## config.mk

```make
export PLATFORM = sky130hd
export DESIGN_NAME = grid_sweep_ctrl
export DESIGN_NICKNAME = d
export VERILOG_FILES = /design/src/rtl/grid_sweep_pkg.sv /design/src/rtl/row_neighbor_eval.sv /design/src/rtl/grid_sweep_ctrl.sv
export SDC_FILE = /design/constraint.sdc
export NUM_CORES = 1
export LEC_CHECK = 0
export BUFFER_PORTS_ARGS = -buffer_cell sky130_fd_sc_hd__buf_2
export CAP_MARGIN = 20
export CORE_MARGIN = 2
export CORE_UTILIZATION = 62
export DETAILED_ROUTE_END_ITERATION = 10
export PLACE_DENSITY = 0.88
export SETUP_SLACK_MARGIN = 0.3
export SLEW_MARGIN = 20
export SYNTH_ARGS = -nofsm -noshare
export SYNTH_HDL_FRONTEND = slang
export SYNTH_SLANG_ARGS = --single-unit
```

## constraint.sdc

```tcl
create_clock -name clk -period 12.25 [get_ports clk]
set_input_delay 1.225 -clock clk [delete_from_list [all_inputs] [get_ports clk]]
set_output_delay 1.225 -clock clk [all_outputs]
set_load 0.02 [all_outputs]
```

## src/rtl/grid_sweep_pkg.sv

```systemverilog
// Shared types and helpers for the grid sweep controller: FSM states, the
// removal threshold, the row-popcount width and a saturating 32-bit add.
package grid_sweep_pkg;

  typedef enum logic [2:0] {
    ST_IDLE  = 3'd0,
    ST_LOAD  = 3'd1,
    ST_PRIME = 3'd2,
    ST_SWEEP = 3'd3,
    ST_CHECK = 3'd4,
    ST_DONE  = 3'd5
  } sweep_state_e;

  localparam int unsigned REMOVE_THRESHOLD = 4;

  function automatic int unsigned row_cnt_width(input int unsigned width);
    return $clog2(width + 1);
  endfunction

  function automatic logic [31:0] sat_add32(input logic [31:0] a, input logic [31:0] b);
    logic [32:0] sum_s;
    sum_s = {1'b0, a} + {1'b0, b};
    if (sum_s[32]) begin
      return 32'hFFFF_FFFF;
    end else begin
      return sum_s[31:0];
    end
  endfunction

endpackage

```

## src/rtl/row_neighbor_eval.sv

```systemverilog
// Combinational row evaluator: marks occupied cells of cur with fewer than
// REMOVE_THRESHOLD occupied neighbours across prev/cur/nxt.
module row_neighbor_eval
  import grid_sweep_pkg::*;
#(
  parameter  int WIDTH = 10,
  localparam int CNT_W = row_cnt_width(WIDTH)
) (
  input  logic [WIDTH-1:0] prev,
  input  logic [WIDTH-1:0] cur,
  input  logic [WIDTH-1:0] nxt,
  output logic [WIDTH-1:0] mark,
  output logic [CNT_W-1:0] mark_cnt
);

  // Zero padding on both sides makes out-of-range columns read as empty.
  logic [WIDTH+1:0] prev_p_s;
  logic [WIDTH+1:0] cur_p_s;
  logic [WIDTH+1:0] nxt_p_s;

  assign prev_p_s = {1'b0, prev, 1'b0};
  assign cur_p_s  = {1'b0, cur, 1'b0};
  assign nxt_p_s  = {1'b0, nxt, 1'b0};

  // Per-column neighbour count, threshold compare and mark popcount.
  always_comb begin
    logic [3:0] nbr_s;
    mark     = '0;
    mark_cnt = '0;
    nbr_s    = 4'd0;
    for (int c = 0; c < WIDTH; c++) begin
      nbr_s = 4'(prev_p_s[c]) + 4'(prev_p_s[c+1]) + 4'(prev_p_s[c+2])
            + 4'(cur_p_s[c])                      + 4'(cur_p_s[c+2])
            + 4'(nxt_p_s[c])  + 4'(nxt_p_s[c+1])  + 4'(nxt_p_s[c+2]);
      mark[c]  = cur[c] && (nbr_s < 4'(REMOVE_THRESHOLD));
      mark_cnt = mark_cnt + CNT_W'(mark[c]);
    end
  end

endmodule

```

## src/rtl/grid_sweep_ctrl.sv

```systemverilog
// Row-serial neighbour-removal controller: loads a grid, sweeps passes until
// one removes nothing. Define GRID_SWEEP_STATS_EN to keep the pass counter.
module grid_sweep_ctrl
  import grid_sweep_pkg::*;
#(
  parameter int WIDTH = 10,
  parameter int DEPTH = 10
) (
  input  logic             clk,
  input  logic             rst,
  input  logic             start,
  input  logic             row_in_valid,
  output logic             row_in_ready,
  input  logic [WIDTH-1:0] row_in,
  output logic             busy,
  output logic             done,
  output logic [31:0]      total_removed,
  output logic [15:0]      pass_count
);

  localparam int IDX_W = (DEPTH > 1) ? $clog2(DEPTH) : 1;
  localparam int CNT_W = row_cnt_width(WIDTH);
  localparam logic [IDX_W-1:0] LAST_IDX = IDX_W'(DEPTH - 1);

  sweep_state_e     state_r;
  logic [IDX_W-1:0] idx_r;
  logic [WIDTH-1:0] rows_r [DEPTH];
  logic [WIDTH-1:0] prev_r;
  logic [WIDTH-1:0] cur_r;
  logic [WIDTH-1:0] nxt_s;
  logic [WIDTH-1:0] mark_s;
  logic [CNT_W-1:0] mark_cnt_s;
  logic [31:0]      pass_removed_r;
  logic [31:0]      total_removed_r;
  logic             busy_r;
  logic             done_r;

  row_neighbor_eval #(.WIDTH(WIDTH)) u_eval (
    .prev     (prev_r),
    .cur      (cur_r),
    .nxt      (nxt_s),
    .mark     (mark_s),
    .mark_cnt (mark_cnt_s)
  );

  // Look-ahead row for the evaluator; the last row sees an empty row below it.
  always_comb begin
    nxt_s = '0;
    if (idx_r != LAST_IDX) begin
      nxt_s = rows_r[idx_r + 1'b1];
    end else begin
      nxt_s = '0;
    end
  end

  // Row storage: written by LOAD and by the survivors of each SWEEP row.
  always_ff @(posedge clk) begin
    if (state_r == ST_LOAD && row_in_valid) begin
      rows_r[idx_r] <= row_in;
    end else if (state_r == ST_SWEEP) begin
      rows_r[idx_r] <= cur_r & ~mark_s;
    end
  end

  // Main FSM with window registers, removal accumulators and status flags.
  always_ff @(posedge clk or posedge rst) begin
    if (rst) begin
      state_r         <= ST_IDLE;
      idx_r           <= '0;
      prev_r          <= '0;
      cur_r           <= '0;
      pass_removed_r  <= 32'd0;
      total_removed_r <= 32'd0;
      busy_r          <= 1'b0;
      done_r          <= 1'b0;
    end else begin
      case (state_r)
        ST_IDLE, ST_DONE: begin
          if (start) begin
            state_r         <= ST_LOAD;
            idx_r           <= '0;
            total_removed_r <= 32'd0;
            busy_r          <= 1'b1;
            done_r          <= 1'b0;
          end
        end
        ST_LOAD: begin
          if (row_in_valid) begin
            if (idx_r == LAST_IDX) begin
              state_r <= ST_PRIME;
              idx_r   <= '0;
            end else begin
              idx_r <= idx_r + 1'b1;
            end
          end
        end
        ST_PRIME: begin
          prev_r         <= '0;
          cur_r          <= rows_r[0];
          idx_r          <= '0;
          pass_removed_r <= 32'd0;
          state_r        <= ST_SWEEP;
        end
        ST_SWEEP: begin
          // prev keeps the unmasked row so the whole pass sees the pre-pass grid.
          pass_removed_r <= pass_removed_r + 32'(mark_cnt_s);
          prev_r         <= cur_r;
          cur_r          <= nxt_s;
          if (idx_r == LAST_IDX) begin
            state_r <= ST_CHECK;
            idx_r   <= '0;
          end else begin
            idx_r <= idx_r + 1'b1;
          end
        end
        ST_CHECK: begin
          total_removed_r <= sat_add32(total_removed_r, pass_removed_r);
          if (pass_removed_r == 32'd0) begin
            state_r <= ST_DONE;
            busy_r  <= 1'b0;
            done_r  <= 1'b1;
          end else begin
            state_r <= ST_PRIME;
          end
        end
        default: begin
          state_r <= ST_IDLE;
          busy_r  <= 1'b0;
          done_r  <= 1'b0;
        end
      endcase
    end
  end

  assign row_in_ready  = (state_r == ST_LOAD);
  assign busy          = busy_r;
  assign done          = done_r;
  assign total_removed = total_removed_r;

`ifdef GRID_SWEEP_STATS_EN
  localparam int unsigned PASS_LIMIT = WIDTH * DEPTH + 1;

  logic [15:0] pass_count_r;

  // Saturating pass counter, cleared on job start and stepped in CHECK.
  always_ff @(posedge clk or posedge rst) begin
    if (rst) begin
      pass_count_r <= 16'd0;
    end else if ((state_r == ST_IDLE || state_r == ST_DONE) && start) begin
      pass_count_r <= 16'd0;
    end else if (state_r == ST_CHECK && pass_count_r != 16'hFFFF) begin
      pass_count_r <= pass_count_r + 16'd1;
    end
  end

  // Every pass but the last removes at least one cell, bounding the pass count.
  always_ff @(posedge clk) begin
    if (!rst && state_r == ST_CHECK) begin
      assert (32'(pass_count_r) <= PASS_LIMIT);
    end
  end

  assign pass_count = pass_count_r;
`else
  assign pass_count = 16'd0;
`endif

endmodule

```

# Word level (Yosys, flattened, before mapping)
# Memory sizes are Yosys's and may differ from the RTL's.
# Cells that the tools add are included.
[word_totals]
register_bits = 93
latchBits = 0
mem_bits_rw = 100
romBits = 0
output_inout_bits = 51
word_cells = 161
n_memories = 1
[op_classes]
add_sub_neg = 75
multipliers = 0
div_mod_pow = 0
order_cmp = 10
n_eq_ne = 12
shifts = 0
muxes = 29
bitwise = 4
n_reduce_logical = 22
[mem_list]
columns = ["memory", "depth", "width", "rd", "rd_clocked_by_memory_dff", "wr", "line", "rtl"]
rows = [
  ["rows_r", 10, 10, 2, 0, 1, "grid_sweep_ctrl.sv:27", "logic [WIDTH-1:0] rows_r [DEPTH];"],
]
[ops]
columns = ["cell", "n"]
rows = [
  ["$add 4x1->4", 62],
  ["$pmux 32 s2", 2],
  ["$mux 32", 2],
  ["$lt 4x3->1 const B", 10],
  ["$pmux 10 s2", 2],
  ["$add 32x32->33", 1],
  ["$add 32x4->32", 1],
  ["$logic_not 32->1", 1],
  ["$add 1x1->2", 10],
  ["$mux 10", 2],
  ["$pmux 4 s4", 1],
  ["$mux 3", 5],
  ["$pmux 3 s5", 1],
  ["$mux 4", 3],
  ["$logic_and 1x1->1", 11],
  ["$and 10x10->10", 1],
  ["$not 10->10", 1],
  ["$mux 1", 9],
  ["$eq 3x2->1 const B", 2],
  ["$eq 3x3->1 const B", 2],
  ["$ne 2x2->1 const B", 3],
  ["$pmux 1 s3", 2],
  ["$reduce_and 3->1", 2],
  ["$add 4x1->4 const B", 1],
  ["13 further kinds", 15],
]

# Longest topological paths before layout
[depth]
depth_word = 20
mapped_depth = 36
ltp_nobuf = 31

# Cells and area by module
# Synthesis repeated with hierarchy kept, for this count alone.
[unflattened]
cells_unflattened = 1086
area_unflattened_um2 = 11790.1
[modules_own_cells]
columns = ["module", "instances", "cells_per_inst", "area_each_um2"]
rows = [
  ["grid_sweep_ctrl", 1, 942, 10452.5],
  ["row_neighbor_eval", 1, 144, 1337.5],
]

# Worst setup path before layout
# Ideal clock, no wire load.
[synth_timing]
path_type = "register to register"
from = "register idx_r[0]"
to = "register pass_removed_r[27]"
setup_ns = 0.079
arrival_ns = 8.864
required_time_ns = 12.171
slack_ns = 3.307
stages_incl_launch_ff = 36
path_cell_list = "dfrtp_1 clkbuf_1 buf_2 buf_2 inv_1 ha_1 clkbuf_1 clkbuf_1 mux4_2 mux2i_1 nand2_1 o211ai_1 fa_1 inv_1 ha_1 a21o_1 a211oi_1 and2_1 ha_1 inv_1 fa_1 fa_1 fa_1 fa_1 fa_1 inv_1 ha_1 a21o_1 a21oi_1 nor2b_1 o21ai_1 nor3_1 nand2_1 nor2_1 and3_1 mux2i_1"
[synth_via]
elab_chain_cells = 19
word_cells_on_any_way = 63
cone_classes = "39 x add/sub; 10 x order compare; 1 x eq/ne; 2 x mux; 10 x reduce/logical; 1 x memory"
[synth_rtl]
columns = ["item", "line", "rtl"]
rows = [
  ["start, declared", "grid_sweep_ctrl.sv:26", "logic [IDX_W-1:0] idx_r;"],
  ["start signal, assigned", "grid_sweep_ctrl.sv:93", "idx_r <= idx_r + 1'b1;"],
  ["start signal, assigned", "grid_sweep_ctrl.sv:113", "idx_r <= idx_r + 1'b1;"],
  ["$add 4x1->4", "grid_sweep_ctrl.sv:50", "nxt_s = rows_r[idx_r + 1'b1];"],
  ["$mem_v2 10x10", "-", ""],
  ["$mux 10 *", "grid_sweep_ctrl.sv:49", "if (idx_r != LAST_IDX) begin"],
  ["$add 4x1->4 (3 in a row)", "row_neighbor_eval.sv:34", "+ 4'(nxt_p_s[c]) + 4'(nxt_p_s[c+1]) + 4'(nxt_p_s[c+2]);"],
  ["$lt 4x3->1", "row_neighbor_eval.sv:35", "mark[c] = cur[c] && (nbr_s < 4'(REMOVE_THRESHOLD));"],
  ["$logic_and 1x1->1", "row_neighbor_eval.sv:35", ""],
  ["$add 1x1->2", "row_neighbor_eval.sv:36", "mark_cnt = mark_cnt + CNT_W'(mark[c]);"],
  ["$add 4x1->4 (7 in a row)", "row_neighbor_eval.sv:36", ""],
  ["$add 4x1->4 *", "row_neighbor_eval.sv:36", ""],
  ["$add 32x4->32 *", "grid_sweep_ctrl.sv:106", "pass_removed_r <= pass_removed_r + 32'(mark_cnt_s);"],
  ["$pmux 32 s2 *", "grid_sweep_ctrl.sv:77", "case (state_r)"],
  ["end signal, assigned", "grid_sweep_ctrl.sv:106", ""],
  ["end, declared", "grid_sweep_ctrl.sv:33", "logic [31:0] pass_removed_r;"],
]
# Mark *: on every way between the ends. The rest lies on a longest branch, timed or not.
# A chain may end at the register's enable or synchronous reset.

# Worst setup path after layout
[layout_timing]
from = "register idx_r[0]"
to = "register pass_removed_r[28]"
# The elaborated chain is that of the path after synthesis.

==> results.yml <==
status:
  status: "complete, no violations"
setup_path:
  critPathRequiredTime_ns: 12.57
  arrival_ns: 10.14
  r2r_slack_ns: 2.43
  crit_top_cell: "fa_1"
  path_class: "register to register"
  timing.rr.start: "idx_r[0]$_DFFE_PP0P_"
  setup.worst_path.start: "idx_r[0]$_DFFE_PP0P_"
  endpoint_kind: "register"
  slowest_stage: "dfrtp_2"
  cp_max_fo: 34
  reg2reg_depth: 29
  slowest_delay_ns: 0.99
  cp-start-kind: "register"
  r2r-end: "pass_removed_r[28]$_DFFE_PP0P_"
  endpoint: "pass_removed_r[28]$_DFFE_PP0P_"
timing:
  setup_viol: 0
  finalCritPeriodShare_pct: 80.2
  grt_setup_unrepaired: "false"
  hold_viol: 0
  maxSlewHeadroom_pct: 26.7
  clock.fmax_ghz: 0.102
  worst_pin_slew_ns: 1.09
  fin_tns_setup_ns: 0
  whs_ns: 0.510
  finalWorstSetupSlack_ns: 2.43
  skew_ns: 0.0150
  drv_slew: 0
  fin_crit_ns: 9.82
logic_synthesis:
  yosys_warnings: 0
  ys_ff_latch: 193
  yosys_most_used_dff: "edfxtp_1"
  yosys.area.top_type: "edfxtp_1"
  synth_top_cell_area_share_pct: 26.1
  synth_edf_count: 100
  postSynthCellCount: 1045
  netlist_area_sq_um: 11500
  yosysUniqueCellTypes: 63
  synth_area_leaders: "edfxtp_1, dfrtp_1, ha_1, fa_1, nand2_1"
  ys_seq_area_share_pct: 46.3
  synth_area_per_cell_sq_um: 11.0
  async_reset_ff_share_pct: 48.2
clocking:
  cts_inserted_buffers: 17
  hold_buffers: 0
  cts_tree: "done"
  cts_buffer_depth: 2
  ctsHtreeMaxLevel: 4
  cts.repair.resized: 0
  root_buffer: "clkbuf_16"
  cts_sinks: 193
  clk_latency_ns: 0.45
  post_cts_buffers: 0
  clk_pin_slew_worst_paths_ns: 0.08
routing:
  num_vias: 8506
  drt-wirelength-per-cell_microns: 20.1
  drt-total-wl_microns: 26700
  drc_errors: 0
  dr_wl_met2_microns: 13300
  highest_layer: "met4"
  firstDrtPassIters: 5
  wl_met3_microns: 1790
  wl_met1_microns: 10900
  ant_nets: 0
  viasPerCell: 6.41
  drt-initial-drc-count: 680
floorplanning:
  dieArea_sq_um: 19700
  dieHeight_microns: 140
  io_pins: 65
  die_w_microns: 140
  core_area_sq_um: 18100
  rows: 49
  initial_core_util_pct: 63.7
grt:
  grt_pass1_vias: 8517
  grt_usage_pct: 28.0
  grt_max_degree: 63
  grt_pass1_wl_microns: 43100
  antenna_found_initial: 0
  gr-total-overflow: 0
hold_path:
  hold_class: "register to register"
  hold_start: "total_removed[8]$_DFFE_PP0P_"
placement:
  io_buffers: 48
  post-place-ws_ns: 2.52
  place.detailed.hpwl_microns: 18200
  gp_congestion: 0.908
layout:
  layout.nets: 1207
  drive_gt1_share_pct: 11.7
  n_fill_cell: 1233
  area_delta_synth_final_pct: 9.07
run:
  cap_violations: 0
==> per-layer routing <==
layer  GRT usage [%]  up-vias
li1                -     3867
met1            36.6     4191
met2            46.7      382
met3            5.64       66
met4            10.6        0
met5               0        -
==> kinds of logic after synthesis <==
logic type	count (synthesis)	share of synthesized area, %
AO/OA/AOI/OAI	272	15.2
other	1	0.0326
buffers and inverters	133	5.02
XOR/XNOR	30	2.35
multiplexers	60	7.51
adder cells (fa/ha/maj)	108	13.4
flip-flops	193	46.3
AND/OR/NAND/NOR	248	10.2
==> layout by cell type, fill, tap and decap left out, drive strengths merged, types with 7 or more instances in the layout <==
cell | netlist | layout
and3 | 15 | 15
o31ai | 7 | 7
xnor2 | 13 | 13
edfxtp | 100 | 100
xor2 | 17 | 17
a211oi | 17 | 17
ha | 82 | 82
fa | 26 | 26
conb | 1 | 16
nor2b | 8 | 8
mux2i | 29 | 29
a21oi | 71 | 71
dfrtp | 93 | 93
o21ai | 64 | 64
clkbuf | 27 | 18
a21o | 52 | 52
o211ai | 18 | 18
nor2 | 19 | 19
mux2 | 11 | 11
nand3 | 27 | 27
nor3 | 8 | 8
nand2 | 122 | 122
mux4 | 20 | 20
and2 | 12 | 12
nand4 | 8 | 8
buf | 25 | 57
nor4 | 8 | 8
inv | 80 | 91
==> layout make-up <==
cell class                 instances  area [sq um]  share of cell area [%]
timing repair buffer              58           310                    2.47
antenna                            1          2.50                  0.0199
clock buffer                      17           425                    3.39
tap                              229           287                    2.28
clock inverter                    15           215                    1.71
multi-input combinational        734          5690                    45.3
inverter                          81           307                    2.44
sequential                       193          5330                    42.4
==> critical path, delay by kind of cell, from the launching register on <==
kind,cells,cell delay (ns)
multiplexers,3,0.58
AND/OR/NAND/NOR,8,1.54
adder cells (fa/ha/maj),10,5.07
buffers and inverters,3,0.36
AO/OA/AOI/OAI,5,1.16
flip-flops,1,0.99
==> flip-flops by register name, summed over array words and instances, names as in the netlist <==
signal	cells
rows_r	100
pass_removed_r	32
total_removed	32
cur_r	10
prev_r	10
idx_r	4
state_r	3
busy	1
done	1
==> through the flow <==
step	instances	util (%)	area (sq um)
6_report	1328	69.5	12600
5_1_grt	1327	69.5	12600
4_1_cts	1325	69.4	12500
3_5_place_dp	1293	65.8	11900
3_3_place_gp	1293	65.8	11900
2_1_floorplan	1060	-	11600
==> synthesized netlist by cell type, types with 26 or more instances <==
cell and instances:
clkbuf_1 27, edfxtp_1 100, mux2i_1 29, fa_1 26, nand2_1 122, a21oi_1 71
dfrtp_1 93, o21ai_0 58, inv_1 80, a21o_1 52, nand3_1 27, ha_1 82
==> how the worst min path moves through the flow <==
stage / to / slack, ns / depth (start not counted)
after floorplan: prev_r[9]$_DFFE_PP0P_ / 0.47 / 2
after global placement: total_removed[0]$_DFFE_PP0P_ / 0.49 / 2
after detailed placement: total_removed[8]$_DFFE_PP0P_ / 0.49 / 1
after CTS: total_removed[8]$_DFFE_PP0P_ / 0.51 / 1
after global routing: total_removed[8]$_DFFE_PP0P_ / 0.53 / 1
final: total_removed[8]$_DFFE_PP0P_ / 0.51 / 1
Power is left out: the tool's default activity adds up to more than one toggle a clock period on the data nets, which glitch-free logic cannot reach.
